===== config.mk =====
export PLATFORM = sky130hd
export DESIGN_NAME = rat_maze_ctrl
export DESIGN_NICKNAME = d
export VERILOG_FILES = /design/src/rtl/rat_maze_ctrl.sv
export SDC_FILE = /design/constraint.sdc
export NUM_CORES = 1
export LEC_CHECK = 0
export BUFFER_PORTS_ARGS = -buffer_cell sky130_fd_sc_hd__buf_4
export CAP_MARGIN = 20
export CORE_MARGIN = 4
export CORE_UTILIZATION = 23
export CTS_CLUSTER_DIAMETER = 100
export DETAILED_ROUTE_END_ITERATION = 8
export GPL_ROUTABILITY_DRIVEN = 0
export MAX_ROUTING_LAYER = met4
export PLACE_DENSITY = 0.35
export SYNTH_ARGS = -nofsm -noshare
export SYNTH_HDL_FRONTEND = slang
export SYNTH_SLANG_ARGS = --single-unit

===== constraint.sdc =====
create_clock -name clk -period 3.1 [get_ports clk]
set_input_delay 0.31 -clock clk [delete_from_list [all_inputs] [get_ports clk]]
set_output_delay 0.31 -clock clk [all_outputs]
set_load 0.05 [all_outputs]

===== src/rtl/rat_maze_ctrl.sv =====
// Depth-first search sequencer for the rat-in-maze datapath, with on-request path replay.
// Latency: one cycle per FSM step; 2 cycles per probed direction or backtrack, 1 per oob skip.
// Backpressure: none; start/run are sampled only in their accepting states, ignored elsewhere.
module rat_maze_ctrl #(
    parameter int DEPTH_W = 8
) (
    input  logic               clk,
    input  logic               rst,
    input  logic               start,
    input  logic               run,
    input  logic               at_goal,
    input  logic               oob,
    input  logic               cell_blocked,
    input  logic [1:0]         pop_dir,
    output logic               init_dp,
    output logic [1:0]         dir,
    output logic               rd_en,
    output logic               adv,
    output logic               pop,
    output logic [DEPTH_W-1:0] replay_idx,
    output logic               move,
    output logic               done,
    output logic               fail
);

    typedef enum logic [3:0] {
        S_IDLE,
        S_INIT,
        S_CHECK,
        S_WAIT,
        S_BACK,
        S_RESTORE,
        S_DONE,
        S_FAIL,
        S_REPLAY
    } state_t;

    // Deepest stack the datapath can hold; one more advance would overflow it.
    localparam logic [DEPTH_W-1:0] DEPTH_MAX = '1;
    localparam logic [DEPTH_W-1:0] DEPTH_ONE = DEPTH_W'(1);
    localparam logic [2:0]         TRY_DONE  = 3'd4;

    state_t             state;
    state_t             state_d;
    logic [2:0]         try_q;
    logic [2:0]         try_d;
    logic [DEPTH_W-1:0] depth;
    logic [DEPTH_W-1:0] depth_d;
    logic [DEPTH_W-1:0] replay_idx_d;

    // The candidate direction is the low two bits of the try counter; try == 4 means all exhausted.
    assign dir = try_q[1:0];

    // State, try counter, stack depth and replay index registers.
    always_ff @(posedge clk or posedge rst) begin
        if (rst) begin
            state      <= S_IDLE;
            try_q      <= 3'd0;
            depth      <= '0;
            replay_idx <= '0;
        end else begin
            state      <= state_d;
            try_q      <= try_d;
            depth      <= depth_d;
            replay_idx <= replay_idx_d;
        end
    end

    // Next-state and datapath strobes; every strobe is a decode of the current state and inputs.
    always_comb begin
        state_d      = state;
        try_d        = try_q;
        depth_d      = depth;
        replay_idx_d = replay_idx;
        init_dp      = 1'b0;
        rd_en        = 1'b0;
        adv          = 1'b0;
        pop          = 1'b0;
        move         = 1'b0;
        done         = 1'b0;
        fail         = 1'b0;

        case (state)
            S_IDLE: begin
                if (start) begin
                    state_d = S_INIT;
                end
            end

            S_INIT: begin
                init_dp = 1'b1;
                try_d   = 3'd0;
                depth_d = '0;
                state_d = S_CHECK;
            end

            S_CHECK: begin
                if (at_goal) begin
                    state_d = S_DONE;
                end else if (try_q == TRY_DONE) begin
                    state_d = S_BACK;
                end else if (oob) begin
                    // Off-grid neighbour: skip it without spending a memory read.
                    try_d = try_q + 3'd1;
                end else begin
                    rd_en   = 1'b1;
                    state_d = S_WAIT;
                end
            end

            S_WAIT: begin
                if (cell_blocked) begin
                    try_d   = try_q + 3'd1;
                    state_d = S_CHECK;
                end else if (depth == DEPTH_MAX) begin
                    // Pushing now would overflow the path stack; give up instead.
                    state_d = S_FAIL;
                end else begin
                    adv     = 1'b1;
                    depth_d = depth + DEPTH_ONE;
                    try_d   = 3'd0;
                    state_d = S_CHECK;
                end
            end

            S_BACK: begin
                if (depth == '0) begin
                    // Exhausted every direction at the start cell: no path exists.
                    state_d = S_FAIL;
                end else begin
                    pop     = 1'b1;
                    depth_d = depth - DEPTH_ONE;
                    state_d = S_RESTORE;
                end
            end

            S_RESTORE: begin
                // Resume at the direction after the one that led into the dead end.
                try_d   = {1'b0, pop_dir} + 3'd1;
                state_d = S_CHECK;
            end

            S_DONE: begin
                done = 1'b1;
                if (start) begin
                    state_d = S_INIT;
                end else if (run) begin
                    replay_idx_d = '0;
                    state_d      = S_REPLAY;
                end
            end

            S_REPLAY: begin
                done = 1'b1;
                if (depth == '0) begin
                    state_d = S_DONE;
                end else begin
                    move = 1'b1;
                    if (replay_idx == depth - DEPTH_ONE) begin
                        state_d = S_DONE;
                    end else begin
                        replay_idx_d = replay_idx + DEPTH_ONE;
                    end
                end
            end

            S_FAIL: begin
                fail = 1'b1;
                if (start) begin
                    state_d = S_INIT;
                end
            end

            default: begin
                state_d = S_IDLE;
            end
        endcase
    end

endmodule


-- Yosys cells after proc, flatten, opt, wreduce, memory -nomap -nowiden
Cells that the tools add are included.
- $add $sub $neg: 5
- equal/unequal tests: 26
- mux-type cells: 40
- reduce and logical (&&, ||, !) cells: 12
- operator list (kind ; count):
    $mux W8 ; 7
    $mux W4 ; 8
    $pmux W4 S7 ; 1
    $pmux W8 S3 ; 1
    $mux W3 ; 7
    $ne A2 B2 Y1 const B ; 10
    $add A8 B1 Y8 const B ; 2
    $eq A4 B3 Y1 const B ; 4
    $pmux W8 S2 ; 1
    $mux W1 ; 13
    $pmux W3 S4 ; 1
    $reduce_and A5 Y1 ; 2
    $ne A3 B3 Y1 const B ; 3
    $eq A4 B2 Y1 const B ; 2
    $eq A8 B8 Y1 ; 1
    $eq A8 B8 Y1 const B ; 1
    $logic_not A8 Y1 ; 1
    $reduce_and A4 Y1 ; 2
    $sub A8 B1 Y8 const B ; 1
    $reduce_or A2 Y1 ; 3
    $eq A4 B1 Y1 const B ; 1
    $eq A4 B4 Y1 const B ; 1
    $logic_not A4 Y1 ; 1
    $ne A4 B4 Y1 const B ; 1
    other kinds (8) ; 8
- bits in registers: 23
- input bits: 9
- output and inout port bits: 17
- word-level logic and storage cells: 87

-- Longest topological paths before layout
- depth after elaboration: 5
- mapped depth: 10
- mapped depth without buffers: 8

-- Least setup slack after synthesis
No wires, ideal clock.
- path kind: register -> output
- start: reg state[3]
- end: out adv
- arrival: 2.138 ns
- data required time: 2.790 ns
- setup slack: 0.652 ns
- cell stages (with the launch flop): 5
- path buffers: 1
- cell sequence: dfrtp_1 > nand2b_1 > or2_1 > clkbuf_1 > nor3b_1
- word-level cells in the longest chain between the ends: 2
- ends and longest elaborated chain (item ; line ; text):
    start, declared ; 43 ; state_t state;
    start signal, assigned ; 62 ; state <= state_d;
    $eq A4 B2 Y1 ; 83 ; case (state)
    $mux W1 ; 83 ;
    end, declared ; 18 ; output logic adv,
No other way between the ends.

-- Worst setup path after layout
- start: reg depth[0]
- end: out pop
- word-level cells in the longest chain between the ends: 3
- ends and longest elaborated chain (item ; line ; text):
    start, declared ; 47 ; logic [DEPTH_W-1:0] depth;
    start signal, assigned ; 64 ; depth <= depth_d;
    $logic_not A8 Y1 ; 127 ; if (depth == '0) begin
    $mux W1 ; 127 ;
    $mux W1 ; 83 ;
    end, declared ; 19 ; output logic pop,
No other way between the ends.

==> results.txt <==
Max-cap viol count = 0
Vias in the first global route = 1,988
Count of vias placed by the detailed router = 1,966
Clock Skew = 2.82 ps
Number of hold buffers added after cts = 0
RSZ-0062 raised after global routing = no
Detailed Route WL = 6.40 mm
Hold Worst Slack = 346 ps
Most used standard cells in the synthesized netlist = dfrtp_1 (23), nor2_1 (17), inv_1 (16), a21oi_1 (14), nand2_1 (14)
# rows = 33
Hold WC Path Type = input port to flop
Filler-free cell count of the finished design = 378
FF+latch count, synth = 23
Die Area = 0.0103 mm^2
Kind of launch point of the worst setup path = flop
Port Buf Inserts = 25
Worst Tran Pin Value = 808 ps
Detail Placement HPWL = 4.68 mm
H-tree depth reported by CTS = 1
Number of enable flip-flop cells after synthesis = 0
Worst EP required = 2790 ps
Maximum vdd drop = 0.000321 V
Height of the die = 102 um
Number of synthesis warnings = 0
Maximum number of pins on one net before global-route repair = 24
Final #Nets = 289
Worst reg-to-reg setup slack = 460 ps
Count of placed standard cells including taps = 372
Worst-path fanout max = 9
Vias/cell = 5.20
First-pass iteration count of the detailed router = 4
Average instance area after synthesis = 8.02 um^2
CTS tree = yes
Leading area contributor after synthesis = dfrtp_1
Outcome = finished clean
Setup TNS = 0 ps
Power density of the placed cells = 992 mW/mm^2
1st-iter DRT viols = 79
Highest clock rate = 365 MHz
Cell types occupying the most area after synthesis = dfrtp_1 (28%), ha_1 (3.7%), a21oi_1 (3.5%)
Post-synthesis cell type count = 64
Async set-reset flop share out of synthesis = 100%
Area of the placeable core = 0.00838 mm^2
Post-DRT Antenna Nets = 0
Share of the cycle needed by the critical path after routing = 88.5%
Synthesized instance count = 252
Io pins = 26
End-of-flow core utilization = 28.8%
Quantity of gates resized following cts = 0
Maximum buffer depth of the clock tree = 2
Data arrival time of the worst path = 2430 ps
Capture instance of the worst register-to-register path = depth[0]$_DFFE_PP0P_
Post-layout min period = 2740 ps
Total standard cell area after synthesis = 0.00202 mm^2
Sequential element share of the synthesized area = 28.5%
Slew Viols, Final = 0
Final routed wire length divided by cell count = 16.9 um
Sort of element at the end of the critical path = output port
TritonCTS buffer count = 3
Cell with the most instances after synthesis = dfrtp_1
Total track usage = 13.4%
Antenna cells = 0
Static Leak = 1.01 nW
Fraction of layout cells with a size suffix above 1 = 18.3%
Final hold violation count = 0
Proportion of netlist area held by the largest area contributor = 28.5%
Global route total overflow = 0
Clock root cell = clkbuf_8
Number of endpoints failing setup at the final stage = 0
WS Path Type = flop to output port
Final standard cell area without fillers = 0.00242 mm^2
Rel. slew slack = 45.9%
Worst reg2reg path startpoint = depth[0]$_DFFE_PP0P_
Initial Utilization = 24.1%
Count of clock tree sinks = 23
Layout area overhead = 19.6%
Initial antenna violation count = 0
Buffers inserted during post-CTS setup optimization = 0
Post-synth net total = 267
Insertion delay of the later-clocked pin in the worst-skew pair = 280 ps
DRC viols = 0
Die width = 102 um
Origin of the worst setup path = depth[0]$_DFFE_PP0P_
Global-route wire length before repair = 10.6 mm
Ys flop type = dfrtp_1
Endpoint of the worst setup timing path = pop
Clock Pin Slew Worst Setup and Hold Paths = 100 ps
R2R cell count = 9
Standard cell area after detailed placement = 0.00233 mm^2
-- cell usage in the layout, fill, tap and decap left out, types with 4 or more instances in the layout --
cell,instances
o21ai_0,4
inv_1,16
dfrtp_1,23
buf_4,35
nor3_1,7
nor2_1,17
nand2_1,14
o31ai_1,5
xor2_1,5
ha_1,6
a21oi_1,14
o21ai_1,12
or3_1,7
and3_1,4
a31oi_1,8
nand2b_1,5
a211oi_1,5
a22oi_1,5
nand3_1,9
-- report_power, final --
part | switching, mW | internal [mW] | total, mW | leakage [nW]
combinational | 0.988 | 0.611 | 1.60 | 0.686
sequential | 0.187 | 0.401 | 0.588 | 0.302
clock | 0.119 | 0.0903 | 0.210 | 0.0255
total | 1.29 | 1.10 | 2.40 | 1.01
-- kinds of logic (layout without fill, tap and decap cells) --
| group | count (synthesis) | count (layout) | synth area share [%] |
|---|---|---|---|
| flip-flops | 23 | 23 | 28.5 |
| AND/OR/NAND/NOR | 93 | 93 | 26.7 |
| XOR/XNOR | 9 | 9 | 4.58 |
| buffers and inverters | 36 | 57 | 7.37 |
| AO/OA/AOI/OAI | 84 | 84 | 28.6 |
| adder cells (fa/ha/maj) | 6 | 6 | 3.72 |
| multiplexers | 1 | 1 | 0.495 |
-- sequential cells by signal (all words and copies together) (netlist names) --
name and cells:
state 4, replay_idx 8, depth 8, try_q 3
-- per-stage QoR --
stage	total power, mW	setup slack, ps
finish	2.40	357
global route	2.62	169
CTS	2.43	306
detailed placement	2.20	456
global placement	2.22	515
floorplan	1.75	652
-- how the worst min path moves through the flow --
stage                         start  slack, ps  cells past startpoint                   endpoint
6_report                 pop_dir[0]        350                      4       try_q[0]$_DFFE_PP0P_
2_1_floorplan                   rst        310                      1       depth[0]$_DFFE_PP0P_
3_5_place_dp   try_q[2]$_DFFE_PP0P_        560                      1       try_q[2]$_DFFE_PP0P_
4_1_cts                         rst        310                      2  replay_idx[0]$_DFFE_PP0P_
5_1_grt                  pop_dir[0]        370                      4       try_q[0]$_DFFE_PP0P_
3_3_place_gp   try_q[2]$_DFFE_PP0P_        570                      1       try_q[2]$_DFFE_PP0P_
-- per-layer routing --
layer	GRT usage [%]	vias up	wire, um
li1	-	987	-
met1	18.7	938	3160
met4	2.45	0	29
met3	1.86	2	201
met5	-	-	0
met2	20.9	39	3010
-- cell type report --
class	instances	area, um^2
Timing Repair Buffer	37	300
Inverter	16	60.1
Clock inverter	1	5.00
Clock buffer	3	41.3
Fill cell	928	5970
Tap cell	105	131
Sequential cell	23	576
Multi-Input combinational cell	193	1300
-- critical path, stage by stage, from the launching register on --
cell and delay, ps:
dfrtp_1 490, inv_1 90, ha_1 260, nor3b_2 450
nor4b_2 540, nor2_1 120, buf_4 210
No activity file was read; power rests on OpenSTA's default activity.
